$ cat src/rtl/epoch_sched.sv
// epoch_sched: sequences train and validate sample requests over a set number of epochs.
// When EPOCH_SCHED_EARLY_STOP_EN is defined, the run stops early once an epoch's validation error stops improving.
module epoch_sched (
    input  logic        clk,
    input  logic        rst_n,
    input  logic        start,
    input  logic        abort,
    input  logic [9:0]  n_train,
    input  logic [9:0]  n_val,
    input  logic [7:0]  n_epochs,
    input  logic        phase_done,
    input  logic [15:0] sample_err,
    output logic        TR,
    output logic        VL,
    output logic [9:0]  sample_addr,
    output logic [7:0]  epoch,
    output logic [25:0] val_err_sum,
    output logic        busy,
    output logic        done,
    output logic        stopped
);
    typedef enum logic [2:0] {IDLE, TR_ISSUE, TR_WAIT, VL_ISSUE, VL_WAIT, EP_END, DONE} state_t;
    state_t state, next;
    logic [9:0]  tr_n, vl_n;
    logic [7:0]  ep_n;
    logic [26:0] sum_ext;
    logic        last_tr, last_vl, last_ep, stop_now;
    assign TR      = state == TR_ISSUE;
    assign VL      = state == VL_ISSUE;
    assign busy    = state != IDLE && state != DONE;
    assign done    = state == DONE;
    assign last_tr = sample_addr == tr_n - 10'd1;
    assign last_vl = sample_addr == vl_n - 10'd1;
    assign last_ep = epoch + 8'd1 == ep_n;
    assign sum_ext = {1'b0, val_err_sum} + {11'd0, sample_err};
`ifdef EPOCH_SCHED_EARLY_STOP_EN
    logic [25:0] prev_err;
    assign stop_now = vl_n != 10'd0 && val_err_sum >= prev_err;
`else
    assign stop_now = 1'b0;
    assign stopped  = 1'b0;
`endif
    // State register.
    always_ff @(posedge clk or negedge rst_n) begin
        if (!rst_n) state <= IDLE;
        else        state <= next;
    end
    // Next-state decode; abort wins over everything outside IDLE.
    always_comb begin
        next = state;
        if (state != IDLE && abort) next = IDLE;
        else begin
            case (state)
                IDLE:     if (start) next = (n_epochs == 8'd0 || (n_train == 10'd0 && n_val == 10'd0)) ? DONE :
                                            n_train == 10'd0 ? VL_ISSUE : TR_ISSUE;
                TR_ISSUE: next = TR_WAIT;
                TR_WAIT:  if (phase_done) next = !last_tr ? TR_ISSUE : vl_n != 10'd0 ? VL_ISSUE : EP_END;
                VL_ISSUE: next = VL_WAIT;
                VL_WAIT:  if (phase_done) next = last_vl ? EP_END : VL_ISSUE;
                EP_END:   next = (last_ep || stop_now) ? DONE : tr_n == 10'd0 ? VL_ISSUE : TR_ISSUE;
                DONE:     next = IDLE;
                default:  next = IDLE;
            endcase
        end
    end
    // Datapath: counters, latched configuration and error accumulation; frozen on abort.
    always_ff @(posedge clk or negedge rst_n) begin
        if (!rst_n) begin
            tr_n        <= '0;
            vl_n        <= '0;
            ep_n        <= '0;
            sample_addr <= '0;
            epoch       <= '0;
            val_err_sum <= '0;
`ifdef EPOCH_SCHED_EARLY_STOP_EN
            prev_err    <= '0;
            stopped     <= 1'b0;
`endif
        end else if (next != IDLE) begin
            case (state)
                IDLE: begin
                    tr_n        <= n_train;
                    vl_n        <= n_val;
                    ep_n        <= n_epochs;
                    sample_addr <= '0;
                    epoch       <= '0;
`ifdef EPOCH_SCHED_EARLY_STOP_EN
                    prev_err    <= '1;
                    stopped     <= 1'b0;
`endif
                end
                TR_WAIT: if (phase_done) sample_addr <= last_tr ? 10'd0 : sample_addr + 10'd1;
                VL_WAIT: if (phase_done) begin
                    val_err_sum <= sum_ext[26] ? '1 : sum_ext[25:0];
                    if (!last_vl) sample_addr <= sample_addr + 10'd1;
                end
                EP_END: begin
                    epoch       <= epoch + 8'd1;
                    sample_addr <= '0;
`ifdef EPOCH_SCHED_EARLY_STOP_EN
                    if (stop_now) stopped <= 1'b1;
                    else if (vl_n != 10'd0) prev_err <= val_err_sum;
`endif
                end
                default: ;
            endcase
            if (next == VL_ISSUE && state != VL_WAIT) val_err_sum <= '0;
        end
    end
endmodule

$ cat config.mk
export PLATFORM = sky130hd
export DESIGN_NAME = epoch_sched
export DESIGN_NICKNAME = d
export VERILOG_FILES = /design/src/rtl/epoch_sched.sv
export SDC_FILE = /design/constraint.sdc
export NUM_CORES = 1
export LEC_CHECK = 0
export BUFFER_PORTS_ARGS = -buffer_cell sky130_fd_sc_hd__buf_2
export CELL_PAD_IN_SITES_DETAIL_PLACEMENT = 1
export CELL_PAD_IN_SITES_GLOBAL_PLACEMENT = 1
export CORE_MARGIN = 4
export CORE_UTILIZATION = 47
export CTS_CLUSTER_DIAMETER = 200
export DETAILED_ROUTE_END_ITERATION = 7
export GPL_ROUTABILITY_DRIVEN = 0
export GPL_TIMING_DRIVEN = 0
export PLACE_DENSITY = 0.95
export SKIP_CTS_REPAIR_TIMING = 1
export SYNTH_ARGS = -nofsm -noshare
export SYNTH_HDL_FRONTEND = slang
export SYNTH_SLANG_ARGS = --single-unit
export TNS_END_PERCENT = 10
$ cat constraint.sdc
create_clock -name clk -period 4.5 [get_ports clk]
set_input_delay 1.125 -clock clk [delete_from_list [all_inputs] [get_ports clk]]
set_output_delay 1.125 -clock clk [all_outputs]
set_load 0.02 [all_outputs]
# Word level (Yosys, flattened, before mapping)
# Index checks and enable logic that the tools add are counted.
# W data, S select, Z words.
# totals
ff_bits	75
in_bits	49
out_inout_bits	49
elab_cells	71
# classes
addsub	5
n_eq_ne	15
muxes	22
n_reduce_logical	22
# op_table
operator	n
$mux W26	4
$mux W10	4
$logic_not A10 Y1	3
$pmux W10 S3	1
$add A26 B16 Y27	1
$mux W3	9
$eq A10 B10 Y1	2
$sub A10 B1 Y10 const B	2
$pmux W3 S6	1
$pmux W8 S2	1
$add A10 B1 Y10 const B	1
$reduce_bool A10 Y1	1
$eq A3 B2 Y1 const B	3
$eq A3 B3 Y1 const B	3
$reduce_bool A3 Y1	3
$add A8 B1 Y8 const B	1
$eq A8 B8 Y1	1
$logic_not A8 Y1	1
$ne A2 B2 Y1 const B	3
$ne A3 B3 Y1 const B	2
$reduce_bool A2 Y1	3
$reduce_and A5 Y1	1
$logic_and A1 B1 Y1	4
$mux W2	2
other kinds (6)	7

# Depth between registers and ports, before layout
# Gate-level depths: netlist of the first run.
# depth
depth_word	11
mapped_depth	13
depth_no_buf	11

# Least setup slack after synthesis of the first run
# OpenSTA, ideal clock, no wires.
# synth_timing
kind	input-to-reg
start	in sample_err[0]
end	reg val_err_sum[19]
setup_ns	0.130
arrival_time_ns	3.493
t_required_ns	4.370
setup_slack_ns	0.877
stages	12
n_path_buf	1
path_cell_list	ha_1 > inv_1 > fa_1 > nor2b_1 > o31a_1 > o311ai_0 > a31oi_1 > o211ai_1 > clkbuf_1 > o21ai_0 > a21oi_1 > a21oi_1
# synth_between
elab_chain_cells	5
# synth_lines
element	line_no	text
start: declaration	12	input logic [15:0] sample_err,
$add A26 B16 Y27	35	assign sum_ext = {1'b0, val_err_sum} + {11'd0, sample_err};
$mux W26	94	val_err_sum <= sum_ext[26] ? '1 : sum_ext[25:0];
$mux W26	93	VL_WAIT: if (phase_done) begin
$mux W26	80	case (state)
$mux W26	107	if (next == VL_ISSUE && state != VL_WAIT) val_err_sum <= '0;
end signal: assignment	94	
end: declaration	17	output logic [25:0] val_err_sum,
# Every way passes these cells. The select of a mux whose other input is x is not followed.
# A chain may end at the register's enable or synchronous reset.

# Worst setup path after layout of the first run
# Same ends and word-level chain as after synthesis.

==> results of run 1 <==
Yosys cell counts, types with 3 or more instances:
| cell type | number |
|---|---|
| dfrtp_1 | 75 |
| nor2_1 | 46 |
| a21oi_1 | 37 |
| inv_1 | 30 |
| nand2_1 | 28 |
| mux2_2 | 24 |
| nand3_1 | 24 |
| o21ai_0 | 24 |
| clkbuf_1 | 21 |
| xnor2_1 | 21 |
| ha_1 | 20 |
| xor2_1 | 20 |
| nor3_1 | 18 |
| a31oi_1 | 16 |
| o21a_1 | 16 |
| nand2b_1 | 11 |
| and3_1 | 10 |
| nor4_1 | 9 |
| a211oi_1 | 8 |
| nor2b_1 | 7 |
| a21o_1 | 6 |
| and2_1 | 6 |
| or2_2 | 6 |
| or3_1 | 6 |
| a221oi_1 | 5 |
| mux2i_1 | 5 |
| nand4_1 | 5 |
| o211ai_1 | 5 |
| o22ai_1 | 5 |
| o2bb2ai_1 | 5 |
| a221o_1 | 4 |
| a22o_1 | 4 |
| a41oi_1 | 4 |
| buf_2 | 4 |
| buf_4 | 4 |
| nand3b_1 | 4 |
| nor3b_1 | 4 |
| o31ai_1 | 4 |
| a22oi_1 | 3 |
| o2111ai_1 | 3 |
| o21ai_1 | 3 |
| o22a_1 | 3 |
| o41ai_1 | 3 |
worst max-delay path: cells and delay by family:
kind                       cells  cell delay [ps]
AOI/OAI and AO/OA              7             1890
adders and majority gates      2              450
and+or+nand+nor                1               70
buffers and inverters          3              700
area by class of cell:
cell class              count  area (µm²)  area share
repair buffers             99         518      0.0782
clock inverters             6         111      0.0168
inverters                  30         113      0.0170
clock buffers              10         239      0.0361
well taps                 143         179      0.0270
plain buffers              31         151      0.0229
flip-flops and latches     75        1880       0.283
multi-input cells         481        3430       0.519
metal layers:
layer | track usage | vias to the layer above | wire (µm) | share of wire
li1 | - | 2535 | - | -
met1 | 0.348 | 2806 | 7770 | 0.40
met2 | 0.494 | 258 | 9620 | 0.50
met3 | 0.0550 | 55 | 1230 | 0.064
met4 | 0.117 | 0 | 644 | 0.033
met5 | 0 | - | 0 | 0
how the worst min path moves through the flow:
stage,startpoint,to,slack [ps],depth (start not counted)
after floorplan,ep_n[2],ep_n[2],500,1
after global routing,val_err_sum[3],val_err_sum[3],540,1
after CTS,val_err_sum[13],val_err_sum[13],520,1
after global placement,val_err_sum[13],val_err_sum[13],490,1
after detailed placement,val_err_sum[13],val_err_sum[13],500,1
final,val_err_sum[13],val_err_sum[13],510,1
sequential cells by signal (all words and copies together), names as in the netlist:
register / flops
state: 3
val_err_sum: 26
vl_n: 10
sample_addr: 10
epoch: 8
tr_n: 10
ep_n: 8
power groups by stage:
stage	registers, mW	clock network (mW)	logic, mW
4_1_cts	1.23	0.878	2.59
3_3_place_gp	1.21	0	2.39
3_5_place_dp	1.23	0	2.52
2_1_floorplan	1.28	0	1.76
5_1_grt	1.27	0.916	2.85
6_report	1.24	0.872	2.63
layout by cell type, fill, tap and decap left out, drive strengths merged, types with 6 or more instances in the layout:
cell and count:
o21ai 27, or2 6, a21oi 40, nand2 28
nand3 24, nor3 18, xnor2 21, nor4 10
nor2b 7, ha 20, mux2 25, inv 31
buf 109, a211oi 9, and3 10, or3 6
dfrtp 75, a21o 6, xor2 20, nor2 48
clkbuf 31, o21a 16, and2 6, a31oi 16
o31ai 6, nand2b 11
kinds of logic (layout without fill, tap and decap cells):
logic type,Yosys count,in the layout,synth area share
fa+ha+maj,21,21,0.0485
mux,30,30,0.0601
flops,75,75,0.337
other cells,1,1,0.000673
xor+xnor,41,41,0.0644
buf+inv,61,176,0.0474
simple gates,197,197,0.189
compound gates,191,191,0.254
per-stage QoR:
| step | TNS [ps] | setup slack [ps] |
|---|---|---|
| 6_report | 0 | 474 |
| 5_1_grt | 0 | 319 |
| 4_1_cts | 0 | 227 |
| 3_5_place_dp | -83.0 | -73.9 |
| 3_3_place_gp | 0 | 20.2 |
| 2_1_floorplan | 0 | 877 |
==> flow_summary.ini, run 1 <==
[outcome]
run_status = finished clean

[global_routing]
overflow = 0
grt_pass1_wl_mm = 30.7
grt_max_degree = 41
antenna_found_initial = 0
grt_pass1_vias = 5945
grtUsageTotal = 0.285

[sta]
worst_slew_pin_slew_ps = 1130
post-route-min-period_ps = 4030
fmax_mhz = 248
fin_worst_skew_ps = 5.94
setup_violations = 0
rsz0062_at_grt = false
fin_hold_ws_ps = 512
period_share = 0.895
slew_violations = 0
report.final.hold_viol_count = 0
maxSlewHeadroom = 0.237

[layout]
stdcell_count = 875
finalInstanceArea_mm2 = 0.00662
syn2layout_area_growth_pct = 18.8
final_util = 0.575
final_nets = 797
drive_above_1_share = 0.239
insertedDiodeCount = 0
fill_cells = 1375

[logic_synthesis]
synth_seq_cells = 75
ys_async_sr_fraction = 1.00
synthCells = 617
yosys.area.top_type = dfrtp_1
syn_area_per_cell_um2 = 9.04
synth_nets = 687
yosysUniqueCellTypes = 83
synthFlopType = dfrtp_1
synth_warnings = 0
synth_edf_count = 0
synth_top_area_frac = 0.337
syn-cell-area_mm2 = 0.00558
synthTopCellsByArea = dfrtp_1, mux2_2, ha_1
ys_seq_area_frac = 0.337

[setup_path]
cp-end-kind = register
cp_slowest_cell = clkbuf_1
crit_path_end = val_err_sum[19]
start_kind = input port
critPathKind = input port to register
critPathRequiredTime_ps = 4720
cp.arrival_ps = 4250
critical_path_peak_fanout = 10
worst_r2r_endpoint = val_err_sum[19]
cpMostUsedCell = a21oi_1
max_stage_delay_ps = 520
r2r_cells = 12
r2r_slack_ps = 950
crit_chain = buf_2, ha_1, inv_1, fa_1, nor2b_1, o31a_1, o311ai_0, a31oi_1, o211ai_1, clkbuf_1, o21ai_0, a21oi_1, a21oi_1
cp-startpoint = sample_err[0]
reg2reg_from = val_err_sum[0]

[detailed_routing]
drc = 0
via_per_inst = 6.46
drt-total-wl_mm = 19.3
dr.first_iter.drc_count = 498
vias = 5654
ant_nets = 0
drt-wirelength-per-cell_um = 22.0
drtPass1Iterations = 5

[die]
rows = 39
die_h_um = 117
io_pins = 98
start_util = 0.484
die_area_mm2 = 0.0137
coreArea_mm2 = 0.0115
die_w_um = 117

[power_and_ir_drop]
finalPower_mw = 4.74
pwr-share-clk = 0.184
swShare = 0.463
internal_power_mw = 2.54
ir_drop_mv = 0.393
seqPwrFrac = 0.261
power_frac_comb = 0.555
p_switching_mw = 2.19
cellLeakagePower_nw = 2.93
power_density_mw_per_mm2 = 715

[clock_network]
cts_buffer_depth = 2
cts_tree = built
numCtsBuffers = 9
clkTransAtPathRegs_ps = 60
cts_num_sinks = 75
htree_levels = 3
clk-insertion-delay-late_ps = 360
cts_root_buf = clkbuf_16

[hold_path]
hold_class = register to register

[placed_design]
hpwlAfterDp_mm = 13.6
placed_area_mm2 = 0.00626
numPortBuffers = 96
place_inst = 857

[job]
max_cap_violations = 0
Power figures use the tool's default switching activity.
==> inputs of run 2 (changes only) <==
--- a/config.mk
+++ b/config.mk
@@ -14,7 +14,7 @@
 export DETAILED_ROUTE_END_ITERATION = 7
 export GPL_ROUTABILITY_DRIVEN = 0
 export GPL_TIMING_DRIVEN = 0
-export PLACE_DENSITY = 0.95
+export PLACE_DENSITY = 0.93
 export SKIP_CTS_REPAIR_TIMING = 1
 export SYNTH_ARGS = -nofsm -noshare
 export SYNTH_HDL_FRONTEND = slang
==> run 2 against run 1 <==
- non-clock buffer count rose by 2
- highest routed layer unchanged
- clock power is 9.4% lower
- routed wire length increased by 1.2%
- critical path type unchanged
- die area did not move
- largest power group unchanged
- cell area fell by 0.17%
==> flow_summary.ini, run 2 (synthesis results as in run 1) <==
[sta]
fin_worst_skew_ps = 6.69
setup-tns-final_ps = 0
fmax_mhz = 243
slew_violations = 0
rsz0062_at_grt = false
setup_violations = 0
fin_hold_ws_ps = 513
period_share = 0.916
worst_slew_pin_slew_ps = 994
post-route-min-period_ps = 4120
maxSlewHeadroom = 0.328
report.final.hold_viol_count = 0

[outcome]
run_status = finished clean

[detailed_routing]
drt-total-wl_mm = 19.5
ant_nets = 0
dr.first_iter.drc_count = 364
vias = 5595
via_per_inst = 6.39
drtPass1Iterations = 5
drt-wirelength-per-cell_um = 22.3
drc = 0

[global_routing]
grt_max_degree = 50
grtUsageTotal = 0.291
antenna_found_initial = 0
overflow = 0
grt_pass1_vias = 6028
grt_pass1_wl_mm = 30.9

[layout]
final_nets = 799
final_common_cell = buf_2
largest_reg_flops = 26
largest-register = val_err_sum
stdcell_count = 876
fill_cells = 1376
syn2layout_area_growth_pct = 18.6
layout_common_cells = buf_2, dfrtp_1, nor2_1
multi_input_area_mm2 = 0.00343
drive_above_1_share = 0.240
seq_area_mm2 = 0.00188
insertedDiodeCount = 0
final_util = 0.574

[placed_design]
place_inst = 857
numPortBuffers = 96
hpwlAfterDp_mm = 13.9

[setup_path]
reg2reg_from = state[2]
r2r_cells = 8
r2r_slack_ps = 780
worst_r2r_endpoint = val_err_sum[14]
critPathKind = input port to register
start_kind = input port
cp.arrival_ps = 4330
critPathRequiredTime_ps = 4710
cp-end-kind = register
critical_path_peak_fanout = 10

[clock_network]
cts_tree = built
numCtsBuffers = 9
cts_buffer_depth = 2
clkTransAtPathRegs_ps = 60
cts_root_buf = clkbuf_16
htree_levels = 3
clk-insertion-delay-late_ps = 350
cts_num_sinks = 75

[power_and_ir_drop]
finalPower_mw = 4.68
ir_drop_mv = 0.363
power_density_mw_per_mm2 = 707
cellLeakagePower_nw = 2.93

[die]
coreArea_mm2 = 0.0115
die_h_um = 117
rows = 39
die_area_mm2 = 0.0137
die_w_um = 117
io_pins = 98
start_util = 0.484

[hold_path]
hold_end = val_err_sum[0]
min_path_cells = 1
holdCritStartpoint = val_err_sum[0]
hold_class = register to register

[job]
max_cap_violations = 0
## run 2: cell types whose count changed in the layout (fill, tap and decap cells not counted)
cell       before  now
buf_4           7    9
buf_16          0    1
inv_6           1    0
bufinv_16       3    2
clkinv_2        1    2
buf_12          1    0
## run 2: worst max-delay path by stage
stage / slack (ps) / cells after the start / startpoint / end
finish: 380 / 14 / sample_err[0] / val_err_sum[19]
global route: 250 / 14 / sample_err[0] / val_err_sum[19]
CTS: 100 / 13 / sample_err[0] / val_err_sum[19]
detailed placement: -130 / 13 / sample_err[0] / val_err_sum[19]
global placement: 20 / 13 / sample_err[0] / val_err_sum[19]
floorplan: 880 / 12 / sample_err[0] / val_err_sum[19]
## run 2: report_power, final
| part | internal (mW) | switching (mW) |
|---|---|---|
| Sequential | 0.929 | 0.305 |
| Combinational | 1.06 | 1.60 |
| Clock | 0.495 | 0.295 |
| Total | 2.48 | 2.19 |
## run 2: layer usage
metal / GRT usage / wire, µm / vias up
li1: - / - / 2534
met1: 0.337 / 7690 / 2738
met2: 0.512 / 9940 / 244
met3: 0.0514 / 1080 / 79
met4: 0.155 / 786 / 0
met5: 0 / 0 / -
## run 2: critical path: stages
cell      delay (ps)
buf_2            100
ha_1             230
inv_1             80
fa_1             210
nor2b_1           70
o31a_1           280
o311ai_0         520
a31oi_1          300
o211ai_1         270
buf_4            190
clkbuf_1         470
o21ai_0          220
a21oi_1          200
a21oi_1           80
## run 2: metrics by stage
stage | instance area, µm² | setup slack (ps)
detailed placement | 6260 | -128
CTS | 6580 | 98.9
global placement | 6230 | 16.0
finish | 6610 | 380
floorplan | 5580 | 877
global route | 6610 | 249
## run 2: layout make-up
cell class,instances,area share
timing repair buffer,101,0.0818
sequential,75,0.284
multi-input combinational,481,0.519
inverter,30,0.0170
clock buffer,10,0.0361
buffer,31,0.0229
tap,143,0.0271
clock inverter,5,0.0117
==> inputs of run 3 (changes only) <==
--- a/config.mk
+++ b/config.mk
@@ -5,11 +5,12 @@
 export SDC_FILE = /design/constraint.sdc
 export NUM_CORES = 1
 export LEC_CHECK = 0
+export ABC_AREA = 1
 export BUFFER_PORTS_ARGS = -buffer_cell sky130_fd_sc_hd__buf_2
 export CELL_PAD_IN_SITES_DETAIL_PLACEMENT = 1
 export CELL_PAD_IN_SITES_GLOBAL_PLACEMENT = 1
 export CORE_MARGIN = 4
-export CORE_UTILIZATION = 47
+export CORE_UTILIZATION = 44
 export CTS_CLUSTER_DIAMETER = 200
 export DETAILED_ROUTE_END_ITERATION = 7
 export GPL_ROUTABILITY_DRIVEN = 0
==> run 3 against run 2 <==
- combinational power decreased by 6%
- core utilization decreased by 4.3 points
- cell count increased by 38%
- clock skew increased by 2.2 ps
- global-route usage decreased by 3.2 points
- sequential cell count unchanged
- largest power group unchanged
- critical endpoint is now val_err_sum[4]
==> flow_summary.ini, run 3 <==
[logic_synthesis]
yosys.area.top_type = dfrtp_1
ys_seq_area_frac = 0.307
synthCells = 920
synth_edf_count = 0
syn_area_per_cell_um2 = 6.64
synthTopCellsByArea = dfrtp_1, nand2_1, nand3_1
syn-cell-area_mm2 = 0.00611
yosysUniqueCellTypes = 42
synth_top_area_frac = 0.307
synthMostInstantiatedCell = nand2_1
synth_seq_cells = 75
ys_top_cells_by_count = nand2_1, inv_1, nand3_1
ys_async_sr_fraction = 1.00
synth_warnings = 0
synthFlopType = dfrtp_1
synth_nets = 990

[global_routing]
grt_pass1_vias = 7017
grt_pass1_wl_mm = 33.9
grt_max_degree = 55
grtUsageTotal = 0.259
overflow = 0
antenna_found_initial = 0

[sta]
worst_slew_pin_slew_ps = 660
period_share = 0.805
report.final.hold_viol_count = 0
post-route-min-period_ps = 3620
slew_violations = 0
fmax_mhz = 276
maxSlewHeadroom = 0.556
fin_worst_skew_ps = 8.88
setup_violations = 0
rsz0062_at_grt = false
setup-tns-final_ps = 0

[layout]
largest_reg_flops = 26
final_common_cell = nand2_1
finalInstanceArea_mm2 = 0.00712
largest-register = val_err_sum
insertedDiodeCount = 0
drive_above_1_share = 0.191
stdcell_count = 1209
final_nets = 1098
layout_common_cells = nand2_1, buf_2, inv_1
syn2layout_area_growth_pct = 16.6
final_util = 0.532

[die]
io_pins = 98
die_w_um = 126
start_util = 0.456
die_area_mm2 = 0.0158
coreArea_mm2 = 0.0134
die_h_um = 126
rows = 42

[clock_network]
clk-insertion-delay-late_ps = 350
cts_tree = built
cts_num_sinks = 75
htree_levels = 3
numCtsBuffers = 9
cts_buffer_depth = 2
clkTransAtPathRegs_ps = 60
cts_root_buf = clkbuf_16

[setup_path]
start_kind = input port
cp-end-kind = register
critical_path_peak_fanout = 10
critPathRequiredTime_ps = 4790
cp.arrival_ps = 3910
critPathKind = input port to register
crit_chain = buf_2, ha_1, inv_1, fa_1, o21ai_1, inv_1, nor2_1, nor2_1, o21ai_1, nand3_1, nand2_1, inv_2, clkbuf_1, nand3_1, nand4_1, nand2_1
cp_slowest_cell = fa_1
max_stage_delay_ps = 390

[placed_design]
placed_area_mm2 = 0.00684
place_inst = 1193
numPortBuffers = 96
hpwlAfterDp_mm = 15.4

[power_and_ir_drop]
internal_power_mw = 2.12
power_frac_comb = 0.578
power_density_mw_per_mm2 = 601
pwr-share-clk = 0.166
seqPwrFrac = 0.256
ir_drop_mv = 0.333
swShare = 0.504
p_switching_mw = 2.16
cellLeakagePower_nw = 3.82

[detailed_routing]
drc = 0
via_per_inst = 5.53
drt-total-wl_mm = 20.4
drtPass1Iterations = 5
vias = 6681
ant_nets = 0
dr.first_iter.drc_count = 284
drt-wirelength-per-cell_um = 16.9

[hold_path]
hold_class = register to register

[job]
max_cap_violations = 0

[outcome]
run_status = finished clean
-- run 3: through the flow --
stage          total power [mW]  hold WS, ps  worst slack, ps
2_1_floorplan              2.86          453             1360
3_3_place_gp               3.41          472              605
3_5_place_dp               3.53          480              577
4_1_cts                    4.29          495              879
5_1_grt                    4.62          517              543
6_report                   4.28          497              876
-- run 3: cells by family after synthesis --
logic type | count (synthesis) | share of synthesized area
buf+inv | 124 | 0.0903
fa+ha+maj | 21 | 0.0442
xor+xnor | 25 | 0.0358
simple gates | 597 | 0.455
compound gates | 77 | 0.0665
other cells | 1 | 0.000614
flops | 75 | 0.307
-- run 3: path summary, 6_finish.rpt --
path / from / end / slack, ps / cells after the start
min: tr_n[9] / tr_n[9] / 500 / 2
max in group asynchronous: rst_n / sample_addr[5] / 3220 / 2
min reg2reg: tr_n[9] / tr_n[9] / 500 / 2
min in group asynchronous: rst_n / epoch[0] / 670 / 1
max: sample_err[0] / val_err_sum[4] / 880 / 16
max reg2reg: val_err_sum[0] / val_err_sum[4] / 1320 / 15
-- run 3: area by class of cell --
class	count	area (µm²)
tap	176	220
buffer	26	184
sequential	75	1880
fill	1876	6280
timing repair buffer	97	510
clock inverter	4	25.0
multi-input combinational	721	3680
inverter	98	368
clock buffer	12	256
-- run 3: metal layers --
| layer | track usage | share of wire | vias to the layer above |
|---|---|---|---|
| met5 | 0 | 0 | - |
| met1 | 0.317 | 0.43 | 3275 |
| met2 | 0.461 | 0.50 | 156 |
| met4 | 0.113 | 0.031 | 0 |
| met3 | 0.0305 | 0.042 | 39 |
| li1 | - | - | 3211 |
-- run 3: critical path: cells and delay by family --
| kind | cells | cell delay [ps] |
|---|---|---|
| AO/OA/AOI/OAI | 2 | 560 |
| adder cells (fa/ha/maj) | 2 | 550 |
| buffers and inverters | 5 | 710 |
| AND/OR/NAND/NOR | 7 | 940 |
-- run 3: power by group through the flow --
stage	clock (mW)	combinational (mW)	sequential (mW)
4_1_cts	0.725	2.47	1.09
2_1_floorplan	0	1.72	1.14
6_report	0.711	2.48	1.10
3_5_place_dp	0	2.42	1.10
3_3_place_gp	0	2.32	1.09
5_1_grt	0.749	2.75	1.13
